[src/rtl/mips_pkg.sv]
// Shared types, defaults and helpers for the unified-memory arbiter.
package mips_pkg;

    localparam int unsigned DATA_W        = 32;
    localparam int unsigned MAX_D_RUN_DEF = 4;
    localparam int unsigned TIMEOUT_DEF   = 255;

    typedef enum logic [1:0] {
        ST_IDLE    = 2'd0,
        ST_BUSY_IF = 2'd1,
        ST_BUSY_D  = 2'd2,
        ST_RESP    = 2'd3
    } arb_state_t;

    // Latched memory command, held stable on the memory bus for a whole access.
    typedef struct packed {
        logic              wr;
        logic [DATA_W-1:0] addr;
        logic [DATA_W-1:0] wdata;
    } mem_cmd_t;

    // Counter width able to hold 0..max_val, never narrower than one bit.
    function automatic int unsigned cnt_width(input int unsigned max_val);
        return (max_val < 32'd1) ? 32'd1 : 32'($clog2(max_val + 32'd1));
    endfunction

endpackage

[src/rtl/mem_arbiter.sv]
// Arbitrates instruction-fetch and data ports onto one single-port memory,
// with a bounded data run while a fetch waits and a per-access timeout.
module mem_arbiter
    import mips_pkg::*;
#(
    parameter int unsigned MAX_D_RUN = MAX_D_RUN_DEF,
    parameter int unsigned TIMEOUT   = TIMEOUT_DEF
) (
    input  logic        clk,
    input  logic        rst,
    input  logic        if_req,
    input  logic [31:0] if_addr,
    output logic [31:0] if_rdata,
    output logic        if_ready,
    input  logic        d_req,
    input  logic        d_wr,
    input  logic [31:0] d_addr,
    input  logic [31:0] d_wdata,
    output logic [31:0] d_rdata,
    output logic        d_ready,
    output logic        mem_req,
    output logic        mem_wr,
    output logic [31:0] mem_addr,
    output logic [31:0] mem_wdata,
    input  logic [31:0] mem_rdata,
    input  logic        mem_ack,
    output logic        err
);

    localparam int unsigned      RUN_W    = cnt_width(MAX_D_RUN);
    localparam int unsigned      TMO_W    = cnt_width(TIMEOUT);
    localparam logic [RUN_W-1:0] RUN_MAX  = RUN_W'(MAX_D_RUN);
    localparam logic [TMO_W-1:0] TMO_LAST = TMO_W'(TIMEOUT - 32'd1);

    arb_state_t         r_state, w_state;
    logic [RUN_W-1:0]   r_run, w_run;
    logic [TMO_W-1:0]   r_tmo, w_tmo;
    mem_cmd_t           r_cmd, w_cmd;
    logic               r_mem_req, w_mem_req;
    logic [31:0]        r_if_rdata, w_if_rdata;
    logic [31:0]        r_d_rdata, w_d_rdata;
    logic               r_if_ready, w_if_ready;
    logic               r_d_ready, w_d_ready;
    logic               r_err, w_err;

    logic               w_grant_d;
    logic               w_timeout;
    logic [31:0]        w_read_data;

    // Data wins a tie unless it has already taken MAX_D_RUN grants past a waiting fetch.
    assign w_grant_d   = d_req && !(if_req && (r_run == RUN_MAX));
    assign w_timeout   = !mem_ack && (r_tmo == TMO_LAST);
    assign w_read_data = r_cmd.wr ? 32'd0 : mem_rdata;

    always_comb begin
        w_state    = r_state;
        w_run      = r_run;
        w_tmo      = r_tmo;
        w_cmd      = r_cmd;
        w_mem_req  = r_mem_req;
        w_if_rdata = r_if_rdata;
        w_d_rdata  = r_d_rdata;
        w_if_ready = 1'b0;
        w_d_ready  = 1'b0;
        w_err      = 1'b0;

        case (r_state)
            ST_IDLE: begin
                if (w_grant_d) begin
                    w_state   = ST_BUSY_D;
                    w_mem_req = 1'b1;
                    w_tmo     = '0;
                    w_cmd     = '{wr: d_wr, addr: d_addr, wdata: d_wdata};
                    w_run     = if_req ? (r_run + RUN_W'(1)) : '0;
                end else if (if_req) begin
                    w_state   = ST_BUSY_IF;
                    w_mem_req = 1'b1;
                    w_tmo     = '0;
                    w_cmd     = '{wr: 1'b0, addr: if_addr, wdata: 32'd0};
                    w_run     = '0;
                end
            end

            ST_BUSY_IF, ST_BUSY_D: begin
                if (mem_ack || w_timeout) begin
                    w_state   = ST_RESP;
                    w_mem_req = 1'b0;
                    w_cmd.wr  = 1'b0;
                    w_err     = !mem_ack;
                    if (r_state == ST_BUSY_D) begin
                        w_d_ready = 1'b1;
                        w_d_rdata = mem_ack ? w_read_data : 32'd0;
                    end else begin
                        w_if_ready = 1'b1;
                        w_if_rdata = mem_ack ? mem_rdata : 32'd0;
                    end
                end else begin
                    w_tmo = r_tmo + TMO_W'(1);
                end
            end

            ST_RESP: w_state = ST_IDLE;

            default: w_state = ST_IDLE;
        endcase
    end

    always_ff @(posedge clk) begin
        if (rst) begin
            r_state    <= ST_IDLE;
            r_run      <= '0;
            r_tmo      <= '0;
            r_cmd      <= '0;
            r_mem_req  <= 1'b0;
            r_if_rdata <= 32'd0;
            r_d_rdata  <= 32'd0;
            r_if_ready <= 1'b0;
            r_d_ready  <= 1'b0;
            r_err      <= 1'b0;
        end else begin
            r_state    <= w_state;
            r_run      <= w_run;
            r_tmo      <= w_tmo;
            r_cmd      <= w_cmd;
            r_mem_req  <= w_mem_req;
            r_if_rdata <= w_if_rdata;
            r_d_rdata  <= w_d_rdata;
            r_if_ready <= w_if_ready;
            r_d_ready  <= w_d_ready;
            r_err      <= w_err;
        end
    end

    assign mem_req   = r_mem_req;
    assign mem_wr    = r_cmd.wr;
    assign mem_addr  = r_cmd.addr;
    assign mem_wdata = r_cmd.wdata;
    assign if_rdata  = r_if_rdata;
    assign if_ready  = r_if_ready;
    assign d_rdata   = r_d_rdata;
    assign d_ready   = r_d_ready;
    assign err       = r_err;

endmodule

[config.mk]
export PLATFORM = sky130hd
export DESIGN_NAME = mem_arbiter
export DESIGN_NICKNAME = d
export VERILOG_FILES = /design/src/rtl/mips_pkg.sv /design/src/rtl/mem_arbiter.sv
export SDC_FILE = /design/constraint.sdc
export NUM_CORES = 1
export LEC_CHECK = 0
export ABC_AREA = 1
export CAP_MARGIN = 10
export CORE_ASPECT_RATIO = 0.9
export CORE_MARGIN = 1.5
export CORE_UTILIZATION = 43
export CTS_CLUSTER_DIAMETER = 50
export CTS_CLUSTER_SIZE = 30
export DETAILED_ROUTE_END_ITERATION = 8
export PLACE_DENSITY = 0.81
export SLEW_MARGIN = 5
export SYNTH_ARGS = -nofsm -noshare
export SYNTH_HDL_FRONTEND = slang
export SYNTH_SLANG_ARGS = --single-unit
[constraint.sdc]
create_clock -name clk -period 2.2 [get_ports clk]
set_clock_uncertainty 0.2 [all_clocks]
set_input_delay 0.44 -clock clk [delete_from_list [all_inputs] [get_ports clk]]
set_output_delay 0.44 -clock clk [all_outputs]
set_load 0.05 [all_outputs]
# [Word-level counts from Yosys, hierarchy flattened]
# Cells that the tools add are included.
[totals] mem_count=0 in_bits=134 elab_cells=65 mem_bits_ro=0 latch_bits=0 output_inout_bits=133 ff_bits=146 mem_bits_rw=0
[op_classes] n_mux=23 mul=0 shifts=0 n_reduce_logical=17 n_lt_le_gt_ge=0 n_div=0 bitwise_logic=3 eq_ne=8 addsub=2
[op_table] op="2-to-1 mux 65 bit" count=2
[op_table] op="2-to-1 mux 32 bit" count=3
[op_table] op="2-to-1 mux 8 bit" count=3
[op_table] op="one-hot mux 8 bit (2 select lines)" count=1
[op_table] op="AND reduction 3 bit" count=4
[op_table] op="2-to-1 mux 3 bit" count=3
[op_table] op="adder 8 x 1 -> 8 bit (second input constant)" count=1
[op_table] op="equality test 8 bit (second input constant)" count=1
[op_table] op="2-to-1 mux 2 bit" count=3
[op_table] op="one-hot mux 2 bit (3 select lines)" count=1
[op_table] op="2-to-1 mux 1 bit" count=5
[op_table] op="equality test 2 bit (second input constant)" count=2
[op_table] op="inequality test 2 bit (second input constant)" count=2
[op_table] op="one-hot mux 1 bit (2 select lines)" count=2
[op_table] op="AND reduction 2 bit" count=2
[op_table] op="nonzero test 2 bit" count=2
[op_table] op="adder 3 x 1 -> 3 bit (second input constant)" count=1
[op_table] op="equality test 3 bit (second input constant)" count=1
[op_table] op="logical AND 1 bit" count=3
[op_table] op="inequality test 3 bit (second input constant)" count=1
[op_table] op="NOT 1 bit" count=3
[op_table] op="OR reduction 3 bit" count=1
[op_table] op="equality test 2 x 1 -> 1 bit (second input constant)" count=1
[op_table] op="zero test 1 bit" count=2
[op_table] op="other kinds (3)" count=3

# [Depth between registers and ports, before layout]
# Gate-level depths: netlist of the first run.
[depth] word_depth=6 ltp_mapped=12 mapped_depth_nobuf=11

# [Worst setup path after synthesis of the first run]
# OpenSTA, ideal clock, no wires.
[synth_timing] path_type="register -> register" start="register r_run[0]" end="register r_cmd (netlist bit mem_addr[25])" period_less_slack_ps=1683 path_slack_ps=517 t_required_ps=1941 setup_time_ps=59 arrival_time_ps=1425 n_path_buf=2 stages_incl_launch_ff=12 cell_sequence="dfxtp_1 > inv_1 > ha_1 > nand3_1 > nand2_1 > inv_1 > buf_2 > buf_2 > nand2_1 > nand3_1 > o211ai_1 > inv_1"
[synth_via] elab_chain_len=6 elab_cells_between_ends=7 cone_classes="eq/ne: 1; mux: 1; reduce/logical: 5"
[synth_lines] element="start, declared" line_no="mem_arbiter.sv:36" rtl="logic [RUN_W-1:0] r_run, w_run;"
[synth_lines] element="start signal, assigned" line_no="mem_arbiter.sv:122" rtl="r_run <= w_run;"
[synth_lines] element="equality test 3 bit *" line_no="mem_arbiter.sv:51" rtl="assign w_grant_d = d_req && !(if_req && (r_run == RUN_MAX));"
[synth_lines] element="logical AND 1 bit *" line_no="mem_arbiter.sv:51"
[synth_lines] element="zero test 1 bit *" line_no="mem_arbiter.sv:51"
[synth_lines] element="logical AND 1 bit *" line_no="mem_arbiter.sv:51"
[synth_lines] element="nonzero test 2 bit (no source line)"
[synth_lines] element="AND reduction 2 bit (no source line)"
[synth_lines] element="end signal, assigned" line_no="mem_arbiter.sv:124" rtl="r_cmd <= w_cmd;"
[synth_lines] element="end, declared" line_no="mem_arbiter.sv:38" rtl="mem_cmd_t r_cmd, w_cmd;"
# Every way passes the cells marked *; elsewhere a longest branch is shown, timed or not.
# A chain may end at the register's enable or synchronous reset.

# [Final worst setup path of the first run]
[layout_timing] start="register r_cmd (netlist bit mem_addr[2])" end="output mem_addr[2]"
[layout_rtl] element="end, declared" line_no="mem_arbiter.sv:23" rtl="output logic [31:0] mem_addr,"
# No word-level cell between the ends.

==> metrics, run 1 <==
status=finished clean; routed wl met2=9240 um; Top Family by Delay on Critical Path=buffers and inverters; worst reg2reg path depth=7; Max Slew Vio Count=0; CP max stage delay=0.54 ns; CTS Buf Count=17; Worst setup SP type=flop; Tcrit/Tclk final=0.894; WP data arrival=1.33 ns; initial antenna violation count=0; Yosys top cell area share=0.463; first-pass GRT wire length=30,400 um; crit path max fanout=2; DRC Markers=0; largest net degree at the start of global routing=72; WL met3=1270 um; fillers=1,262; 1st-iter DRT viols=433; CP bufs+invs=1; worst-path cell chain=dlygate4sd2_1; Worst R2R End=r_tmo[1]; Reg2Reg Setup Slack=0.30 ns; layout cells sized above 1=0.0794; vias in the first global route=6,153; die width=131 um; fin area=9550 um^2; Worst Hold Slack=0.259 ns; CP required=1.56 ns; Synth area leaders=dfxtp_1 46%, nand2_1 15%, nand3_1 9.5%, inv_1 6.7%, a21oi_1 4.2%; Critical Path Slowest Stage Cell=dlygate4sd2_1; routability cong.=0.840; H-tree levels=4; GR Overflow Total=0; final wirelength=18,800 um; Mapped Nets=1,043; CTS tree=done; #FFs+latches synth=146; Vias/cell=4.81; DP HPWL=13,100 um; Setup-failing EPs final=0; area grow syn2layout=51.2%; Slew @ Worst Pin=0.543 ns; Setup crit start=mem_addr[2]; share of the yosys chip area belonging to registers=0.463; buffers added on ports=266; Syn Inst Count=903; CTS root buf=clkbuf_16; fin crit period=1.97 ns; top sig layer=met4; Final TNS setup=0 ns; most frequent cells in the layout=245 x nand2_1, 146 x dfxtp_1, 132 x clkdlybuf4s50_1; drt wl/cell=13.9 um; most common cell after layout, fill and taps aside=nand2_1; Post-Place Cell Area=9080 um^2; Worst R2R Start=r_state[1]; clock tree buffer depth=2; Final ANT Viol Nets=0; Post-Place Cells=1,319; CTS clk-pin slew, worst paths=0.06 ns; Die Span Y=118 um; Rows=41; Netlist Area Pre-Place=6310 um^2; Nets=1,285; critical path type=flop to output port; RSZ-0062 raised after global routing=false; die area=15,400 um^2; MaxCap Viol Count=0; DR vias=6,493; total track usage=0.249; crit path capture=mem_addr[2]; Worst slew margin=0.638; Mean Syn Cell Area=6.99 um^2; final hold vios=0; PwrDens=1280 nW/um^2; Netlist cell types=26; DR pass1 iterations=5; worst hold path class=flop to flop; critical path endpoint category=output port; worst skew pair latency=0.42 ns; CTS sink count=146; total power=12.2 mW; Top Ports=267; fin cells=1,351; Antenna diodes=0; CP Depth=1; Max Fclk=509 MHz; Core ar.=14,200 um^2; Leakage=4.91 nW; leading area contributor after synthesis=dfxtp_1; initial core utilization=0.446; maximum VDD drop=712 uV; Ys Warns=0; M1 WL=7770 um
-- state kept, by name, summed over array words and instances (netlist names) --
signal     flops
r_state        2
mem_wr         1
if_rdata      32
err            1
d_rdata       32
if_ready       1
r_run          3
mem_req        1
r_tmo          8
d_ready        1
mem_wdata     32
mem_addr      32
-- cell usage after synthesis (all sizes together) --
cell    instances
nand2         249
or2             1
nand4           3
o21bai          1
buf            21
inv           115
a21oi          54
nor2           69
ha              6
o211ai         33
nand3b          1
clkbuf         41
nor3            2
nand3         120
nor3b           1
dfxtp         146
o21ai          38
xor2            1
clkinv          1
-- metal layers --
| layer | global-route usage | vias up |
|---|---|---|
| li1 | - | 3341 |
| met1 | 0.295 | 2920 |
| met3 | 0.0768 | 32 |
| met5 | 0 | - |
| met2 | 0.417 | 200 |
| met4 | 0.101 | 0 |
-- cells by family after synthesis --
| logic type | count (synthesis) | share of synthesized area |
|---|---|---|
| and+or+nand+nor | 446 | 0.295 |
| buffers and inverters | 178 | 0.114 |
| DFF | 146 | 0.463 |
| AOI/OAI and AO/OA | 126 | 0.115 |
| adders and majority gates | 6 | 0.0119 |
| xor gates and xnor gates | 1 | 0.00139 |
-- how the worst min path moves through the flow --
stage	from	endpoint	slack, ns	depth (start not counted)
after floorplan	r_state[0]	r_state[0]	0.24	2
after CTS	mem_wdata[9]	mem_wdata[9]	0.26	2
after global routing	mem_wdata[9]	mem_wdata[9]	0.28	2
after global placement	mem_wdata[8]	mem_wdata[8]	0.25	2
after detailed placement	mem_wdata[23]	mem_wdata[23]	0.26	2
final	mem_wdata[9]	mem_wdata[9]	0.26	2
-- through the flow --
stage	setup slack (ns)	util
after CTS	0.000333	0.672
after global placement	0.0685	0.641
after global routing	0.0863	0.674
after detailed placement	-0.000228	0.641
final	0.234	0.674
after floorplan	0.517	-
-- what timing repair did --
item,in CTS,in global routing
gates cloned,0,0
hold buffers,0,0
resized for setup,93,11
endpoints found under the setup margin,93,11
buffers inserted,0,0
-- final cells by class --
cell class                 instances  area, um^2  area share
sequential                       146        2920       0.306
timing repair buffer             285        2710       0.284
multi-input combinational        579        2670       0.280
inverter                         116         437      0.0457
clock buffer                      17         425      0.0445
tap                              193         241      0.0253
clock inverter                    15         136      0.0143
-- power by group --
part	total [mW]	switching, mW	internal [mW]
Clock	2.72	1.16	1.56
Sequential	3.61	0.334	3.28
Combinational	5.89	4.12	1.77
Power figures use the tool's default switching activity.
==> inputs of run 2 (changes only) <==
- SLEW_MARGIN: 5 -> 20
==> results of run 2 <==
No change in the layout: final DEF, timing and power equal those of run 1.
==> inputs of run 3 (changes only) <==
- GPL_ROUTABILITY_DRIVEN: unset -> 0
==> results of run 3 <==
No change in the layout: final DEF, timing and power equal those of run 1.
